`config.mk`:
```
export PLATFORM = sky130hd
export DESIGN_NAME = fetch_prefetch
export DESIGN_NICKNAME = d
export VERILOG_FILES = /design/src/rtl/fetch_pkg.sv /design/src/rtl/fetch_queue.sv /design/src/rtl/fetch_prefetch.sv
export SDC_FILE = /design/constraint.sdc
export NUM_CORES = 1
export LEC_CHECK = 0
export BUFFER_PORTS_ARGS = -buffer_cell sky130_fd_sc_hd__clkbuf_2
export CORE_UTILIZATION = 62
export DETAILED_ROUTE_END_ITERATION = 16
export PLACE_DENSITY = 0.87
export SKIP_CTS_REPAIR_TIMING = 1
export SLEW_MARGIN = 20
export SYNTH_ARGS = -nofsm -noshare
export SYNTH_HDL_FRONTEND = slang
export SYNTH_HIERARCHICAL = 1
export SYNTH_SLANG_ARGS = --single-unit
```
`constraint.sdc`:
```
create_clock -name clk -period 22.7 [get_ports clk]
set_input_delay 3.405 -clock clk [delete_from_list [all_inputs] [get_ports clk]]
set_output_delay 3.405 -clock clk [all_outputs]
set_load 0.02 [all_outputs]
```
`src/rtl/fetch_pkg.sv`:
```
`default_nettype none
// ============================================================================
// Module      : fetch_pkg
// Description : Shared constants for the prefetching fetch stage: word
//               increment, FSM state encoding and next-PC target selection.
// Revision    : 1.0 - initial release
// ============================================================================
package fetch_pkg;

    // Byte distance between consecutive instruction words
    localparam int unsigned C_WORD_INC = 4;

    // Fetch FSM states
    localparam logic [0:0] C_ST_RUN     = 1'b0;
    localparam logic [0:0] C_ST_DISCARD = 1'b1;

    // Next-PC target selection
    localparam logic [1:0] C_SEL_SEQ = 2'd0;
    localparam logic [1:0] C_SEL_BR  = 2'd1;
    localparam logic [1:0] C_SEL_JMP = 2'd2;

endpackage
`default_nettype wire

```
`src/rtl/fetch_queue.sv`:
```
`default_nettype none
// ============================================================================
// Module      : fetch_queue
// Description : Synchronous FIFO of DEPTH x WIDTH holding fetched
//               {pc, instruction} pairs. Flush wins over push and pop.
// Revision    : 1.0 - initial release
// ============================================================================
module fetch_queue #(
    parameter int unsigned WIDTH = 64,
    parameter int unsigned DEPTH = 4
) (
    input  logic                     clk,
    input  logic                     rst,
    input  logic                     push,
    input  logic [WIDTH-1:0]         push_data,
    input  logic                     pop,
    input  logic                     flush,
    output logic [WIDTH-1:0]         head_data,
    output logic [$clog2(DEPTH):0]   count,
    output logic                     full,
    output logic                     empty
);

    localparam int unsigned AW = $clog2(DEPTH);
    localparam int unsigned CW = AW + 1;

    logic [WIDTH-1:0] r_mem [DEPTH];
    logic [AW-1:0]    r_wr_ptr;
    logic [AW-1:0]    r_rd_ptr;
    logic [CW-1:0]    r_count;
    logic             w_do_pop;
    logic             w_do_push;

    assign full      = (r_count == CW'(DEPTH));
    assign empty     = (r_count == '0);
    assign count     = r_count;
    assign head_data = r_mem[r_rd_ptr];

    // Pop on empty is ignored; a push into a full queue is only taken when a pop frees a slot
    always_comb begin
        w_do_pop  = pop & ~empty;
        w_do_push = push & (~full | w_do_pop);
    end

    // Pointer and occupancy tracking; flush empties the queue on the same edge
    always_ff @(posedge clk) begin
        if (rst || flush) begin
            r_wr_ptr <= '0;
            r_rd_ptr <= '0;
            r_count  <= '0;
        end else begin
            if (w_do_push) begin
                r_wr_ptr <= r_wr_ptr + AW'(1);
            end
            if (w_do_pop) begin
                r_rd_ptr <= r_rd_ptr + AW'(1);
            end
            r_count <= r_count + CW'(w_do_push) - CW'(w_do_pop);
        end
    end

    // Entry storage; contents are don't-care until written, so no reset
    always_ff @(posedge clk) begin
        if (w_do_push && !flush) begin
            r_mem[r_wr_ptr] <= push_data;
        end
    end

endmodule
`default_nettype wire

```
`src/rtl/fetch_prefetch.sv`:
```
`default_nettype none
// ============================================================================
// Module      : fetch_prefetch
// Description : Fetch stage with PC/next-PC logic, req/ack instruction memory
//               handshake, DEPTH-entry prefetch queue and valid/ready decode
//               interface. Redirects flush the queue and squash in-flight data.
// Revision    : 1.0 - initial release
// ============================================================================
module fetch_prefetch
    import fetch_pkg::*;
#(
    parameter int unsigned     XLEN     = 32,
    parameter int unsigned     DEPTH    = 4,
    parameter int unsigned     OFF_W    = 16,
    parameter logic [XLEN-1:0] RESET_PC = 32'h0000_0000
) (
    input  logic              clk,
    input  logic              rst,
    output logic              imem_req,
    output logic [XLEN-1:0]   imem_addr,
    input  logic              imem_ack,
    input  logic [XLEN-1:0]   imem_rdata,
    output logic              id_valid,
    input  logic              id_ready,
    output logic [XLEN-1:0]   id_instr,
    output logic [XLEN-1:0]   id_pc,
    input  logic              br,
    input  logic              z,
    input  logic [XLEN-1:0]   br_pc,
    input  logic [OFF_W-1:0]  br_off,
    input  logic              jmp,
    input  logic [XLEN-1:0]   jmp_addr,
    output logic              busy
);

    localparam int unsigned     CNT_W        = $clog2(DEPTH) + 1;
    localparam logic [CNT_W-1:0] C_DEPTH     = CNT_W'(DEPTH);
    localparam logic [XLEN-1:0] C_INC        = XLEN'(C_WORD_INC);
    localparam logic [XLEN-1:0] C_ALIGN_MASK = ~XLEN'(3);

    logic [0:0]        r_state;
    logic [0:0]        w_state_next;
    logic [XLEN-1:0]   r_fetch_pc;
    logic              r_req;
    logic [XLEN-1:0]   r_addr;

    logic              w_ack;
    logic              w_hold;
    logic              w_taken;
    logic              w_redirect;
    logic [1:0]        w_sel;
    logic [XLEN-1:0]   w_off_ext;
    logic [XLEN-1:0]   w_seq_pc;
    logic [XLEN-1:0]   w_br_target;
    logic [XLEN-1:0]   w_jmp_target;
    logic [XLEN-1:0]   w_target;
    logic [XLEN-1:0]   w_pc_next;
    logic              w_push;
    logic              w_pop;
    logic              w_issue;
    logic [CNT_W-1:0]  w_cnt_after;

    logic [2*XLEN-1:0] w_head;
    logic [CNT_W-1:0]  w_count;
    logic              w_full;
    logic              w_empty;

    // An ack only means something while a request is actually outstanding
    assign w_ack      = imem_ack & r_req;
    assign w_hold     = r_req & ~imem_ack;
    assign w_taken    = br & z;
    assign w_redirect = jmp | w_taken;

    assign imem_req   = r_req;
    assign imem_addr  = r_addr;
    assign id_valid   = ~w_empty;
    assign id_pc      = w_head[2*XLEN-1:XLEN];
    assign id_instr   = w_head[XLEN-1:0];
    assign w_pop      = id_valid & id_ready;

    // Candidate targets; all sums wrap modulo 2^XLEN
    always_comb begin
        w_off_ext    = {{(XLEN-OFF_W){br_off[OFF_W-1]}}, br_off};
        w_seq_pc     = r_fetch_pc + C_INC;
        w_br_target  = br_pc + C_INC + (w_off_ext << 2);
        w_jmp_target = jmp_addr & C_ALIGN_MASK;
    end

    // Next-PC selection: jump beats a taken branch, otherwise advance on an accepted fetch
    always_comb begin
        w_sel = C_SEL_SEQ;
        if (jmp) begin
            w_sel = C_SEL_JMP;
        end else if (w_taken) begin
            w_sel = C_SEL_BR;
        end
        case (w_sel)
            C_SEL_JMP: w_target = w_jmp_target;
            C_SEL_BR:  w_target = w_br_target;
            default:   w_target = w_seq_pc;
        endcase
        w_pc_next = r_fetch_pc;
        if (w_redirect) begin
            w_pc_next = w_target;
        end else if (w_push) begin
            w_pc_next = w_seq_pc;
        end
    end

    // FSM state register
    always_ff @(posedge clk) begin
        if (rst) begin
            r_state <= C_ST_RUN;
        end else begin
            r_state <= w_state_next;
        end
    end

    // FSM next state: a redirect with an unfinished request must wait out its ack
    always_comb begin
        w_state_next = r_state;
        if (w_redirect) begin
            w_state_next = w_hold ? C_ST_DISCARD : C_ST_RUN;
        end else if ((r_state == C_ST_DISCARD) && w_ack) begin
            w_state_next = C_ST_RUN;
        end
    end

    // FSM outputs: push accepted data, decide whether a new request starts next cycle
    always_comb begin
        w_push      = w_ack & (r_state == C_ST_RUN) & ~w_redirect & (~w_full | w_pop);
        w_cnt_after = w_count + CNT_W'(w_push) - CNT_W'(w_pop);
        w_issue     = ~w_hold & ~w_redirect & (w_state_next == C_ST_RUN) &
                      (w_cnt_after < C_DEPTH);
        busy        = w_hold | (r_state == C_ST_DISCARD);
    end

    // Fetch PC and request registers; address is only reloaded when a new request starts
    always_ff @(posedge clk) begin
        if (rst) begin
            r_fetch_pc <= RESET_PC;
            r_req      <= 1'b0;
            r_addr     <= RESET_PC;
        end else begin
            r_fetch_pc <= w_pc_next;
            r_req      <= w_hold | w_issue;
            if (w_issue) begin
                r_addr <= w_pc_next;
            end
        end
    end

    fetch_queue #(
        .WIDTH (2*XLEN),
        .DEPTH (DEPTH)
    ) u_queue (
        .clk       (clk),
        .rst       (rst),
        .push      (w_push),
        .push_data ({r_addr, imem_rdata}),
        .pop       (w_pop),
        .flush     (w_redirect),
        .head_data (w_head),
        .count     (w_count),
        .full      (w_full),
        .empty     (w_empty)
    );

endmodule
`default_nettype wire

```
==> impl_metrics.tcl, run 1 <==
set metrics [dict create \
    run_status "complete, no violations" \
    tritoncts.num_buffers 31 \
    grt_pass1_wl_mm 53.27 \
    clk-insertion-delay-late_ps 550 \
    cts_sinks 331 \
    timing.fmax_mhz 137.2 \
    timing.hold.worst_endpoint "u_queue/r_wr_ptr[1]" \
    first_global_vias 9543 \
    worst_setup_path_start_kind "primary input" \
    grt_start_max_net_pins 65 \
    fin_setup_tns_ps 0 \
    boundaryPins 218 \
    grt_setup_unrepaired "false" \
    avgSynthCellArea_um2 14.28 \
    number_of_nets_with_antenna_violations_after_routing 0 \
    synth_warn 6 \
    hold_start "u_queue/r_wr_ptr[1]" \
    worst-r2r-setup-slack_ps 19370 \
    slew-limit-headroom 0.3553 \
    clkTransAtPathRegs_ps 60 \
    drc 0 \
    fin_skew_ps 12.20 \
    htree_levels 1 \
    grt.overflow.total 0 \
    finalMaxSlewViolations 0 \
    p_leak_uw 0.006355 \
    fp-row-count 56 \
    finalCritPeriodShare 0.3212 \
    worstPathMaxFanout 2 \
    synthFlopType "sky130_fd_sc_hd__edfxtp_1" \
    reg2reg_to "imem_addr[0]" \
    timing.hold.worst.class "register to register" \
    area.growth.synth_to_final_pct 14.54 \
    ys_async_rst_share 0 \
    detail_route.iter0.violations 824 \
    groute.usage.overall 0.2842 \
    detailedRoute.firstPassIterationCount 5 \
    max_cap_violations 0 \
    nets 1445 \
    post_synth_num_cell_types 77 \
    inst_count_dp 1545 \
    worst_setup_path_end_kind "output port" \
    cts_max_path_buffers 3 \
    critical_path_arrival_ps 3890 \
    mappedNetlistArea_um2 15050 \
    max_rail_drop_vdd_uv 66.55 \
    pwr_density_cell_nw_per_um2 74.89 \
    tritoncts "built" \
    final-hold-violation-count 0 \
    die-height_um 157.8 \
    cp_data_required_time_ps 19300 \
    min_delay_path_depth 2 \
    num-fill-cells 1536 \
    buffer_ports.inserted 215 \
    critPathKind "primary input to output port" \
    setup-violations-final 0 \
    seq_area_frac_synth 0.6106 \
    synth.ff_latch_count 331 \
    design.die.area_um2 24900 \
    worst_pin_slew_ps 967.1 \
    coreArea_um2 23610 \
    synthesis.instances 1054 \
    r2r_start "u_queue/count[1]" \
    detailroute.via_count 9822 \
    starting_density_of_the_core 0.6373 \
    floorplan.die.width_um 157.8 \
    number_of_antenna_violations_at_the_first_check_in_global_routing 1 \
    worst_r2r_path_depth 11 \
    post_drt_wl_per_cell_um 21.92 \
    period_needed_ps 7291 \
    detail_route.vias_per_cell 6.127 \
    post_dp_hpwl_mm 22.01 \
    routed_wirelength_mm 35.14 \
    synth-edff-count 256 \
    hold_ws_ps 505.6 \
    layout-drive-gt1-share 0.2860 \
    finalNonFillerCells 1603 \
    place_congestion 0.9374 \
    syn_nets 1240 \
    cts_root_buffer "sky130_fd_sc_hd__clkbuf_16" \
]
## layer usage
metal  part of all wire  GRT usage  vias up  wire, µm
met5                  0          0        -         0
met2               0.48     0.4684      508     16920
li1                   -          -     4488         -
met1               0.41     0.3895     4759     14490
met4              0.023    0.08692        0       818
met3              0.083    0.04626       67      2913
## worst max-delay path by stage
stage,start,cells after the start,endpoint
3_3_place_gp,imem_ack,4,busy
2_1_floorplan,br,7,u_queue/r_mem[0][0]
6_report,imem_ack,4,busy
4_1_cts,imem_ack,4,busy
3_5_place_dp,imem_ack,4,busy
5_1_grt,imem_ack,4,busy
## per-stage QoR
stage / setup slack (ps) / area, µm² / power (µW) / util
after detailed placement: 15410 / 16310 / 824.0 / 0.6909
after CTS: 15400 / 17240 / 1296 / 0.7299
after global routing: 15370 / 17240 / 1332 / 0.7299
after global placement: 15410 / 16310 / 820.5 / 0.6909
after floorplan: 12910 / 15050 / 779.2 / -
final: 15410 / 17240 / 1291 / 0.7300
## cell families (layout without fill, tap and decap cells)
group / Yosys count / count (layout) / share of synthesized area
xor gates and xnor gates: 53 / 53 / 0.03084
other: 0 / 1 / 0
AOI/OAI and AO/OA: 177 / 177 / 0.08139
muxes: 70 / 70 / 0.09977
DFF: 331 / 331 / 0.6106
and+or+nand+nor: 272 / 272 / 0.09212
adders and majority gates: 67 / 67 / 0.05670
buffers and inverters: 84 / 313 / 0.02860
## cell usage in the layout (no fill, tap or decap), types with 5 or more instances in the layout
cell and instances:
sky130_fd_sc_hd__dfxtp_1 73, sky130_fd_sc_hd__a21o_1 13, sky130_fd_sc_hd__clkinv_2 8, sky130_fd_sc_hd__mux2i_1 6, sky130_fd_sc_hd__clkbuf_1 11, sky130_fd_sc_hd__a31oi_1 9
sky130_fd_sc_hd__edfxtp_1 256, sky130_fd_sc_hd__nand3_1 23, sky130_fd_sc_hd__and2_1 9, sky130_fd_sc_hd__o211ai_1 5, sky130_fd_sc_hd__inv_1 31, sky130_fd_sc_hd__clkbuf_2 215
sky130_fd_sc_hd__nand4_1 8, sky130_fd_sc_hd__o21ai_1 10, sky130_fd_sc_hd__nand2b_1 6, sky130_fd_sc_hd__clkbuf_16 31, sky130_fd_sc_hd__ha_1 65, sky130_fd_sc_hd__xnor2_1 31
sky130_fd_sc_hd__and3_1 8, sky130_fd_sc_hd__xor2_1 22, sky130_fd_sc_hd__nand2_1 48, sky130_fd_sc_hd__mux4_2 64, sky130_fd_sc_hd__o221ai_1 5, sky130_fd_sc_hd__or2_2 5
sky130_fd_sc_hd__nor2_1 96, sky130_fd_sc_hd__nor3_1 26, sky130_fd_sc_hd__a21oi_1 49, sky130_fd_sc_hd__o21ai_0 16, sky130_fd_sc_hd__a211oi_1 27, sky130_fd_sc_hd__nor4_1 8
sky130_fd_sc_hd__buf_4 10, sky130_fd_sc_hd__a211oi_2 6
## report_power, final
group / total (µW) / internal (µW) / switching (µW)
clock: 476 / 266 / 211
combinational: 135 / 51.9 / 82.9
sequential: 680 / 665 / 14.6
## sequential cells by signal, indices dropped and copies added, names as in the netlist, named ones only
signal,cells
r_fetch_pc,32
imem_req,1
r_state,1
imem_addr,32
u_queue/r_mem,256
u_queue/r_rd_ptr,2
u_queue/count,3
u_queue/r_wr_ptr,2
## cells in the mapped netlist, types with 6 or more instances
cell,n,area [µm²]
sky130_fd_sc_hd__a211oi_1,27,202.7
sky130_fd_sc_hd__a211oi_2,6,75.07
sky130_fd_sc_hd__a21o_1,13,97.59
sky130_fd_sc_hd__a21oi_1,49,245.2
sky130_fd_sc_hd__a31oi_1,9,56.30
sky130_fd_sc_hd__and2_1,9,56.30
sky130_fd_sc_hd__and3_1,8,50.05
sky130_fd_sc_hd__buf_2,15,75.07
sky130_fd_sc_hd__buf_6,9,101.4
sky130_fd_sc_hd__clkbuf_1,22,82.58
sky130_fd_sc_hd__dfxtp_1,75,1501
sky130_fd_sc_hd__edfxtp_1,256,7687
sky130_fd_sc_hd__ha_1,65,813.3
sky130_fd_sc_hd__inv_1,31,116.4
sky130_fd_sc_hd__mux2i_1,6,60.06
sky130_fd_sc_hd__mux4_2,64,1441
sky130_fd_sc_hd__nand2_1,48,180.2
sky130_fd_sc_hd__nand2b_1,6,37.54
sky130_fd_sc_hd__nand3_1,23,115.1
sky130_fd_sc_hd__nand4_1,8,50.05
sky130_fd_sc_hd__nor2_1,96,360.4
sky130_fd_sc_hd__nor3_1,26,130.1
sky130_fd_sc_hd__nor3b_1,6,45.04
sky130_fd_sc_hd__nor4_1,8,50.05
sky130_fd_sc_hd__o21ai_0,16,80.08
sky130_fd_sc_hd__o21ai_1,10,50.05
sky130_fd_sc_hd__xnor2_1,31,271.5
sky130_fd_sc_hd__xor2_1,22,192.7
## final cells by class
cell class | instances | area, µm² | share of cell area
diodes | 1 | 2.502 | 0.0001452
clock buffers | 43 | 830.8 | 0.04820
inverters | 31 | 116.4 | 0.006750
multi-input cells | 639 | 5450 | 0.3162
well taps | 319 | 399.1 | 0.02315
repair buffers | 225 | 1151 | 0.06678
clock inverters | 14 | 91.34 | 0.005299
flip-flops and latches | 331 | 9196 | 0.5335
## critical path, cell delays in order
cell                       delay [ps]
sky130_fd_sc_hd__clkbuf_2          90
sky130_fd_sc_hd__nand2b_1         150
sky130_fd_sc_hd__nand2b_1          80
sky130_fd_sc_hd__clkbuf_2         160
No activity file was read; power rests on OpenSTA's default activity.
==> run 2, diff against run 1 <==
Settings changed: CORE_UTILIZATION 62 to 57, PLACE_DENSITY 0.87 to 0.81.
Clock period 22.7 ns to 6.78 ns, I/O delays scaled along.
==> run 2 against run 1 <==
Against the previous run: combinational power grew to 3.3 times the previous value; die area grew 8.7%; register-to-register slack lost 16000 ps; critical path type is now register to output port; critical endpoint is now id_pc[27]; largest cell class unchanged; largest power group unchanged.
==> impl_metrics.tcl, run 2 (synthesis gave the netlist of run 1 again) <==
set metrics [dict create \
    run_status "complete, no violations" \
    fin_skew_ps 12.26 \
    cts_sinks 331 \
    clock_power_share 0.380 \
    cell_with_the_largest_stage_delay_on_the_worst_path "sky130_fd_sc_hd__dfxtp_4" \
    max_flop_register "u_queue/r_mem" \
    finalCritPeriodShare 0.5629 \
    clkTransAtPathRegs_ps 70 \
    setup_slack_ps 2964 \
    power.net_switching_uw 1031 \
    boundaryPins 218 \
    max_rail_drop_vdd_uv 198.4 \
    starting_density_of_the_core 0.5792 \
    number_of_antenna_violations_at_the_first_check_in_global_routing 0 \
    timing.fmax_mhz 262.0 \
    finalMaxSlewViolations 0 \
    buffer_ports.inserted 215 \
    design.die.area_um2 27060 \
    first_global_vias 9280 \
    grt_setup_unrepaired "false" \
    detail_route.iter0.violations 751 \
    cp_data_required_time_ps 5760 \
    detailroute.via_count 9471 \
    slew-limit-headroom 0.3453 \
    antenna-diode-count 0 \
    num-fill-cells 1870 \
    area.growth.synth_to_final_pct 15.09 \
    floorplan.die.width_um 164.5 \
    cell_internal_pwr_uw 3351 \
    worst_setup_path_end_kind "output port" \
    cp_slowest_stage_delay_ps 910 \
    groute.usage.overall 0.2368 \
    tritoncts "built" \
    largest_register_ff_count 256 \
    layout_common_cells "sky130_fd_sc_hd__edfxtp_1 (256), sky130_fd_sc_hd__clkbuf_2 (215), sky130_fd_sc_hd__nor2_1 (96)" \
    clk-insertion-delay-late_ps 540 \
    critical_path_cell_by_cell "buf_4 > mux4_2 > clkbuf_2" \
    detail_route.vias_per_cell 5.857 \
    setup-violations-final 0 \
    place_congestion 0.9018 \
    worst_setup_path_start_kind "register" \
    pwr_density_cell_nw_per_um2 253.0 \
    pwr-share-seq 0.518 \
    p_leak_uw 0.006383 \
    number_of_nets_with_antenna_violations_after_routing 0 \
    combinationalPowerShare 0.102 \
    coreArea_um2 25980 \
    finalPower_uw 4383 \
    max_cap_violations 0 \
    die-height_um 164.5 \
    post_drt_wl_per_cell_um 19.75 \
    critPathKind "register to output port" \
    multi_input_area_um2 5450 \
    cp_num_buf_inv 2 \
    cp_top_family "flip-flops" \
    grt_pass1_wl_mm 49.28 \
    power_switching_share 0.2353 \
    routed_wirelength_mm 31.94 \
    htree_levels 1 \
    drc 0 \
    fp-row-count 59 \
    post_dp_hpwl_mm 21.75 \
    detailedRoute.firstPassIterationCount 5 \
    cts_root_buffer "sky130_fd_sc_hd__clkbuf_16" \
    layout.area.seq_um2 9196 \
    grt_start_max_net_pins 65 \
    cts_max_path_buffers 3 \
    timing.hold.worst.class "register to register" \
    period_needed_ps 3816 \
    nets 1444 \
    grt.overflow.total 0 \
    critical_path_arrival_ps 2800 \
    pre_cts_ws_ps 2597 \
    layout-drive-gt1-share 0.2917 \
    final-hold-violation-count 0 \
    worst_pin_slew_ps 982.0 \
    tritoncts.num_buffers 30 \
    layout_commonest_cell "sky130_fd_sc_hd__edfxtp_1" \
    worstPathMaxFanout 43 \
]
## run 2: final timing paths
kind	startpoint	end	slack, ps	cells after the start
max reg2reg	u_queue/count[1]	imem_addr[15]	3210	11
max	register	id_pc[27]	2960	3
min reg2reg	imem_addr[12]	u_queue/r_mem[2][44]	530	0
min	imem_addr[12]	u_queue/r_mem[2][44]	530	0
## run 2: per-stage QoR
stage,TNS [ps],utilization,hold WS (ps),cells,cell area (µm²)
after floorplan,-156980,-,470.9,1054,15050
after global placement,0,0.6286,486.8,1561,16330
after detailed placement,0,0.6286,511.4,1561,16330
after CTS,0,0.6666,520.8,1617,17320
after global routing,0,0.6666,552.1,1617,17320
final,0,0.6666,528.0,1617,17320
## run 2: power by group through the flow
stage / clock (µW) / sequential [µW] / combinational (µW)
detailed placement: 0 / 2320 / 441
floorplan: 0 / 2320 / 286
global placement: 0 / 2310 / 436
CTS: 1690 / 2270 / 445
finish: 1670 / 2270 / 446
global route: 1780 / 2280 / 498
## run 2: layout make-up
| class | count | share of cell area |
|---|---|---|
| clock buffers | 34 | 0.04544 |
| clock inverters | 22 | 0.01156 |
| inverters | 31 | 0.006718 |
| multi-input cells | 639 | 0.3147 |
| flip-flops and latches | 331 | 0.5310 |
| well taps | 335 | 0.02420 |
| repair buffers | 225 | 0.06646 |
## run 2: layer usage
metal / track usage / vias up / share of wire
li1: - / 4484 / -
met1: 0.3219 / 4579 / 0.42
met2: 0.4100 / 366 / 0.50
met3: 0.03365 / 42 / 0.071
met4: 0.04212 / 0 / 0.012
met5: 0 / - / 0
## run 2: worst reg2reg max path: cells and delay by family (launching register included)
family	cells	cell delay, ps
compound gates	2	410
xor+xnor	1	160
fa+ha+maj	2	500
buf+inv	2	420
flops	1	510
simple gates	4	1480
